--- src/rtl/translate_axi_burst.sv ---
// Bridges line-read and single-beat write requests onto an AXI4 master port; read beats are registered, hold under STALL.
// Optional sticky response/early-RLAST error flag is built only when TRANSLATE_AXI_RESP_CHECK_EN is defined.
module translate_axi_burst #(
   parameter int DATA_WIDTH = 32,
   parameter int BURST_LEN  = 4,
   parameter int ADDR_WIDTH = 32
) (
   input  logic                    CLK,
   input  logic                    RST,
   input  logic                    STALL,
   output logic                    BUSY,
   input  logic                    RREQ,
   input  logic [ADDR_WIDTH-1:0]   RADDR,
   output logic                    RVALID,
   output logic [DATA_WIDTH-1:0]   RDATA,
   output logic [3:0]              RBEAT,
   output logic                    RLAST,
   input  logic                    WREQ,
   input  logic [ADDR_WIDTH-1:0]   WADDR,
   input  logic [DATA_WIDTH/8-1:0] WSTRB,
   input  logic [DATA_WIDTH-1:0]   WDATA,
   output logic                    WDONE,
   output logic                    ERR,
   output logic [ADDR_WIDTH-1:0]   M_AXI_AWADDR,
   output logic [7:0]              M_AXI_AWLEN,
   output logic [2:0]              M_AXI_AWSIZE,
   output logic [1:0]              M_AXI_AWBURST,
   output logic                    M_AXI_AWVALID,
   input  logic                    M_AXI_AWREADY,
   output logic [DATA_WIDTH-1:0]   M_AXI_WDATA,
   output logic [DATA_WIDTH/8-1:0] M_AXI_WSTRB,
   output logic                    M_AXI_WLAST,
   output logic                    M_AXI_WVALID,
   input  logic                    M_AXI_WREADY,
   input  logic [1:0]              M_AXI_BRESP,
   input  logic                    M_AXI_BVALID,
   output logic                    M_AXI_BREADY,
   output logic [ADDR_WIDTH-1:0]   M_AXI_ARADDR,
   output logic [7:0]              M_AXI_ARLEN,
   output logic [2:0]              M_AXI_ARSIZE,
   output logic [1:0]              M_AXI_ARBURST,
   output logic                    M_AXI_ARVALID,
   input  logic                    M_AXI_ARREADY,
   input  logic [DATA_WIDTH-1:0]   M_AXI_RDATA,
   input  logic [1:0]              M_AXI_RRESP,
   input  logic                    M_AXI_RLAST,
   input  logic                    M_AXI_RVALID,
   output logic                    M_AXI_RREADY
);
   localparam int BYTES = DATA_WIDTH / 8;
   localparam int OFF_W = $clog2(BYTES);
   localparam logic [ADDR_WIDTH-1:0] W_MASK = ~ADDR_WIDTH'(BYTES - 1);
   localparam logic [ADDR_WIDTH-1:0] R_MASK = ~ADDR_WIDTH'(BURST_LEN * BYTES - 1);
   localparam logic [3:0] LAST_IDX = 4'(BURST_LEN - 1);

   localparam logic [1:0] R_IDLE = 2'd0, R_ADDR = 2'd1, R_DATA = 2'd2;
   localparam logic [1:0] W_IDLE = 2'd0, W_REQ = 2'd1, W_RESP = 2'd2;

   logic [1:0]            r_state, w_state;
   logic [ADDR_WIDTH-1:0] ar_addr, aw_addr;
   logic [3:0]            beat_cnt;
   logic                  r_hs, beat_last;
   logic [OFF_W-1:0]      w_off;

   assign w_off     = WADDR[OFF_W-1:0];
   assign beat_last = (beat_cnt == LAST_IDX);
   assign r_hs      = (r_state == R_DATA) && M_AXI_RVALID && !STALL;

   assign M_AXI_ARADDR  = ar_addr;
   assign M_AXI_ARLEN   = 8'(BURST_LEN - 1);
   assign M_AXI_ARSIZE  = 3'(OFF_W);
   assign M_AXI_ARBURST = 2'b01;
   assign M_AXI_ARVALID = (r_state == R_ADDR);
   assign M_AXI_RREADY  = (r_state == R_DATA) && !STALL;

   assign M_AXI_AWADDR  = aw_addr;
   assign M_AXI_AWLEN   = 8'd0;
   assign M_AXI_AWSIZE  = 3'(OFF_W);
   assign M_AXI_AWBURST = 2'b01;
   assign M_AXI_WLAST   = 1'b1;
   assign M_AXI_BREADY  = (w_state == W_RESP);

   // A request counts as busy in the cycle it is accepted, before either FSM has left idle.
   assign BUSY = !RST && ((r_state != R_IDLE) || (w_state != W_IDLE) || RREQ || WREQ);

   always_ff @(posedge CLK) begin
      if (RST) begin
         r_state  <= R_IDLE;
         ar_addr  <= '0;
         beat_cnt <= '0;
         RVALID   <= 1'b0;
         RDATA    <= '0;
         RBEAT    <= '0;
         RLAST    <= 1'b0;
      end else begin
         case (r_state)
            R_IDLE: if (RREQ) begin
               ar_addr <= RADDR & R_MASK;
               r_state <= R_ADDR;
            end
            R_ADDR: if (M_AXI_ARREADY) r_state <= R_DATA;
            R_DATA: if (r_hs && M_AXI_RLAST) r_state <= R_IDLE;
            default: r_state <= R_IDLE;
         endcase
         // Early slave RLAST also ends the burst, so the counter restarts either way.
         if (r_hs) begin
            RVALID   <= 1'b1;
            RDATA    <= M_AXI_RDATA;
            RBEAT    <= beat_cnt;
            RLAST    <= beat_last || M_AXI_RLAST;
            beat_cnt <= (beat_last || M_AXI_RLAST) ? 4'd0 : beat_cnt + 4'd1;
         end else if (!STALL) begin
            RVALID <= 1'b0;
            RLAST  <= 1'b0;
         end
      end
   end

   always_ff @(posedge CLK) begin
      if (RST) begin
         w_state       <= W_IDLE;
         aw_addr       <= '0;
         M_AXI_WDATA   <= '0;
         M_AXI_WSTRB   <= '0;
         M_AXI_AWVALID <= 1'b0;
         M_AXI_WVALID  <= 1'b0;
         WDONE         <= 1'b0;
      end else begin
         WDONE <= 1'b0;
         case (w_state)
            W_IDLE: if (WREQ) begin
               aw_addr       <= WADDR & W_MASK;
               M_AXI_WSTRB   <= WSTRB << w_off;
               M_AXI_WDATA   <= WDATA << {w_off, 3'b000};
               M_AXI_AWVALID <= 1'b1;
               M_AXI_WVALID  <= 1'b1;
               w_state       <= W_REQ;
            end
            W_REQ: begin
               if (M_AXI_AWREADY) M_AXI_AWVALID <= 1'b0;
               if (M_AXI_WREADY)  M_AXI_WVALID  <= 1'b0;
               if ((!M_AXI_AWVALID || M_AXI_AWREADY) && (!M_AXI_WVALID || M_AXI_WREADY))
                  w_state <= W_RESP;
            end
            W_RESP: if (M_AXI_BVALID) begin
               w_state <= W_IDLE;
               WDONE   <= 1'b1;
            end
            default: w_state <= W_IDLE;
         endcase
      end
   end

`ifdef TRANSLATE_AXI_RESP_CHECK_EN
   logic err_q;
   always_ff @(posedge CLK) begin
      if (RST)
         err_q <= 1'b0;
      else if ((r_hs && ((M_AXI_RRESP != 2'b00) || (M_AXI_RLAST && !beat_last))) ||
               ((w_state == W_RESP) && M_AXI_BVALID && (M_AXI_BRESP != 2'b00)))
         err_q <= 1'b1;
   end
   assign ERR = err_q;
`else
   logic unused_resp;
   assign unused_resp = ^{M_AXI_RRESP, M_AXI_BRESP};
   assign ERR = 1'b0;
`endif

endmodule
--- config.mk ---
export PLATFORM = sky130hd
export DESIGN_NAME = translate_axi_burst
export DESIGN_NICKNAME = d
export VERILOG_FILES = /design/src/rtl/translate_axi_burst.sv
export SDC_FILE = /design/constraint.sdc
export NUM_CORES = 1
export LEC_CHECK = 0
export CAP_MARGIN = 10
export CORE_AREA = 2 2 125 127
export DETAILED_ROUTE_END_ITERATION = 16
export DIE_AREA = 0 0 127 129
export PLACE_DENSITY = 0.81
export SLEW_MARGIN = 20
export SYNTH_ARGS = -nofsm -noshare
export SYNTH_HDL_FRONTEND = slang
export SYNTH_SLANG_ARGS = --single-unit
--- constraint.sdc ---
create_clock -name CLK -period 2.6 [get_ports CLK]
set_input_delay 0.52 -clock CLK [delete_from_list [all_inputs] [get_ports CLK]]
set_output_delay 0.52 -clock CLK [all_outputs]
set_load 0.02 [all_outputs]
==> key figures <==
Status
  • Status: finished clean

Critical path
  • Worst path cell trace: clkdlybuf4s50_1, nor4_1, a21oi_1, clkdlybuf4s50_1
  • CP max-delay cell: clkdlybuf4s50_1
  • Crit path kind: input pin to output port
  • Crit path arrival time: ~1.9 ns
  • Most common cell on crit path: clkdlybuf4s50_1
  • CP required: 2.08 ns
  • Critical path endpoint category: output port
  • Crit path launch type: input pin
  • Buf/Inv on CP: 2
  • Delay-heaviest family, CP: buffers and inverters
  • Crit path max fanout: 4
  • CP peak stage delay: just over 0.6 ns

Clock tree
  • Post-CTS sizing: 0
  • Clock Pin Slew Worst Setup and Hold Paths: about 0.06 ns
  • TritonCTS buffer count: 17
  • Skew-Pair Late Insertion Delay: roughly 0.42 ns
  • Postcts setup bufs: 0
  • # hold bufs at CTS: 0
  • CTS root buf: clkbuf_16
  • TritonCTS clock tree: yes
  • CTS sink count: around 140
  • CTS H-tree lvls: 4
  • CTS max path bufs: 2

Placement
  • Dpl cell area: just under 9000 µm²
  • PortBufs: 277
  • RePlAce Congestion: between 0.8 and 0.9
  • Placed Instances: approximately 1100
  • DP HPWL: about 12000 µm

Logic synthesis
  • Netlist cell types: 34
  • Mapped Avg Cell Area: about 8.6 µm²
  • Post-Synthesis Cell Area: roughly 5900 µm²
  • Sequential share of the synthesized area: 0.489
  • Mapped Cells: 678
  • Yosys reg bits: ~140
  • Warnings, synthesis: 0
  • Synth Flop Type: dfxtp_1
  • Post-synth EDFFs: 0
  • Synth async-reset ratio: 0

Timing
  • Slew Limit Fails: 0
  • Clock skew: ~0.0075 ns
  • Worst-margin pin slew: ~0.7 ns
  • Setup TNS: 0 ns
  • Tcrit/Tclk final: 0.926
  • Final hold violations: 0
  • RSZ-0062 raised after global routing: no
  • Max-slew headroom: 0.542
  • Tmin final: roughly 2.4 ns
  • Final setup viols: 0
  • Max Clk Rate: roughly 0.42 GHz

Hold path
  • Type of the worst min-delay path: register to register

Drt
  • Vias per inst: 4.79
  • Drt first pass iters: 4
  • Vias after detailed routing: 5438
  • Initial DRC count: between 300 and 400
  • Drt total wl: 17300 µm
  • DR DRC count: 0
  • Avg WL per Cell: approximately 15 µm
  • Final ANT Viol Nets: 0

Global routing
  • Largest net degree at the start of global routing: 144
  • Global-route wire length before repair: 26200 µm
  • Tot GR Track Use: 0.203
  • Congestion Overflow GR: 0
  • Vias in the first global route: roughly 5000
  • Initial antenna violation count: 0

Power
  • VDD IR-drop max: between 0.4 and 0.5 mV
  • Total power divided by cell area: about 640 nW/µm²
  • Pleak: 3.48 nW
  • Tot Pwr: between 5 and 6 mW

Final layout
  • Cell Count, Final, Fillers Out: 1135
  • Diode count: 0
  • Syn-to-layout area delta: 58.6%
  • Design area: approximately 9300 µm²
  • Fin nets: around 1100
  • Layout cells sized above 1: 0.0612

Floorplanning
  • Core footprint: about 15000 µm²
  • Site Rows: 45
  • Die Y: approximately 130 µm
  • I/O pin cnt: 320
  • Initial Util: 0.391
  • Die W: 127 µm
  • Die area: ~16000 µm²

Flow run
  • Max-cap violations: 0
==> synthesized netlist by cell type, drive strengths merged, types with 2 or more instances <==
cell | number | area, µm²
dfxtp | 143 | 2860
nand3 | 9 | 45.0
mux2i | 46 | 460
a211oi | 9 | 67.6
o21ai | 5 | 25.0
a2bb2oi | 9 | 78.8
or3 | 9 | 56.3
nor3b | 4 | 30.0
o21bai | 3 | 22.5
or4 | 2 | 15.0
clkbuf | 27 | 101
nand2b | 3 | 18.8
a21oi | 105 | 526
conb | 2 | 7.51
buf | 56 | 370
nand2 | 174 | 653
nor2b | 5 | 31.3
mux4 | 9 | 203
nor2 | 43 | 161
inv | 4 | 15.0
==> worst reg2reg max path: cells and delay by family (launching register included) <==
family / cells / cell delay [ns]
AND/OR/NAND/NOR: 2 / 0.55
flip-flops: 1 / 0.45
buffers and inverters: 1 / 0.40
AO/OA/AOI/OAI: 1 / 0.15
==> per-stage QoR <==
step / setup slack (ns) / utilization / hold WS, ns
after floorplan: 0.605 / - / 0.457
after global placement: 0.215 / 0.579 / 0.438
after detailed placement: 0.195 / 0.579 / 0.444
after CTS: 0.181 / 0.620 / 0.452
after global routing: 0.109 / 0.620 / 0.467
final: 0.192 / 0.620 / 0.449
==> area by class of cell <==
cell class	count	area (µm²)
clock buffer	18	439
clock inverter	14	179
fill	1281	5690
inverter	4	15.0
multi-input combinational	480	2640
sequential	143	2860
tap	188	235
timing repair buffer	288	2920
==> kinds of logic after synthesis <==
| family | share of synthesized area |
|---|---|
| simple gates | 0.185 |
| flops | 0.489 |
| compound gates | 0.127 |
| buf+inv | 0.0831 |
| mux | 0.113 |
| other cells | 0.00128 |
| fa+ha+maj | 0.00214 |
==> worst paths after layout <==
| check | startpoint | end | slack (ns) | cells after the start |
|---|---|---|---|---|
| worst max register to register | w_state[1] | M_AXI_AWADDR[16] | 0.98 | 4 |
| worst min register to register | M_AXI_WDATA[1] | M_AXI_WDATA[1] | 0.45 | 2 |
| worst max-delay path | WREQ | BUSY | 0.19 | 4 |
| worst min-delay path | M_AXI_WDATA[1] | M_AXI_WDATA[1] | 0.45 | 2 |
==> power breakdown <==
part | switching [mW] | internal [mW]
sequential | 0.0663 | 2.31
combinational | 0.529 | 0.537
clock | 0.989 | 1.55
total | 1.58 | 4.39
==> routing by layer <==
layer	track usage	wire length, µm
met1	0.252	7150
met2	0.324	8220
met5	0	0
met3	0.0811	1640
met4	0.0718	323
==> registers in the layout, indices dropped and copies added (netlist names), 2 cells and up <==
signal / cells
RBEAT: 4
M_AXI_ARADDR: 28
M_AXI_WDATA: 32
r_state: 2
w_state: 2
M_AXI_AWADDR: 30
beat_cnt: 4
RDATA: 32
M_AXI_WSTRB: 4
==> cell usage in the layout, fill, tap and decap left out <==
master	count
buf_12	5
or3_1	9
conb_1	34
inv_1	4
or4_1	2
clkinv_2	1
bufinv_16	3
clkbuf_16	17
nor4bb_1	1
nand2b_1	3
a21o_1	1
ha_1	1
or4b_1	1
clkinvlp_4	3
dfxtp_1	143
nor3b_1	2
nand2_1	174
or3b_4	1
clkbuf_8	1
mux4_2	9
nor3b_2	2
o32a_1	1
nand3_1	9
a2bb2oi_1	9
o21ai_0	5
a21oi_1	105
clkdlybuf4s50_1	276
o21bai_1	3
nor4_1	1
nor2b_1	5
and4bb_2	1
clkinv_4	2
a211oi_1	9
nand4bb_2	1
inv_6	5
buf_4	7
mux2i_1	46
a31oi_1	1
nor2_1	43
nand4b_1	1
Note: power is estimated with default switching activity, not from simulation.
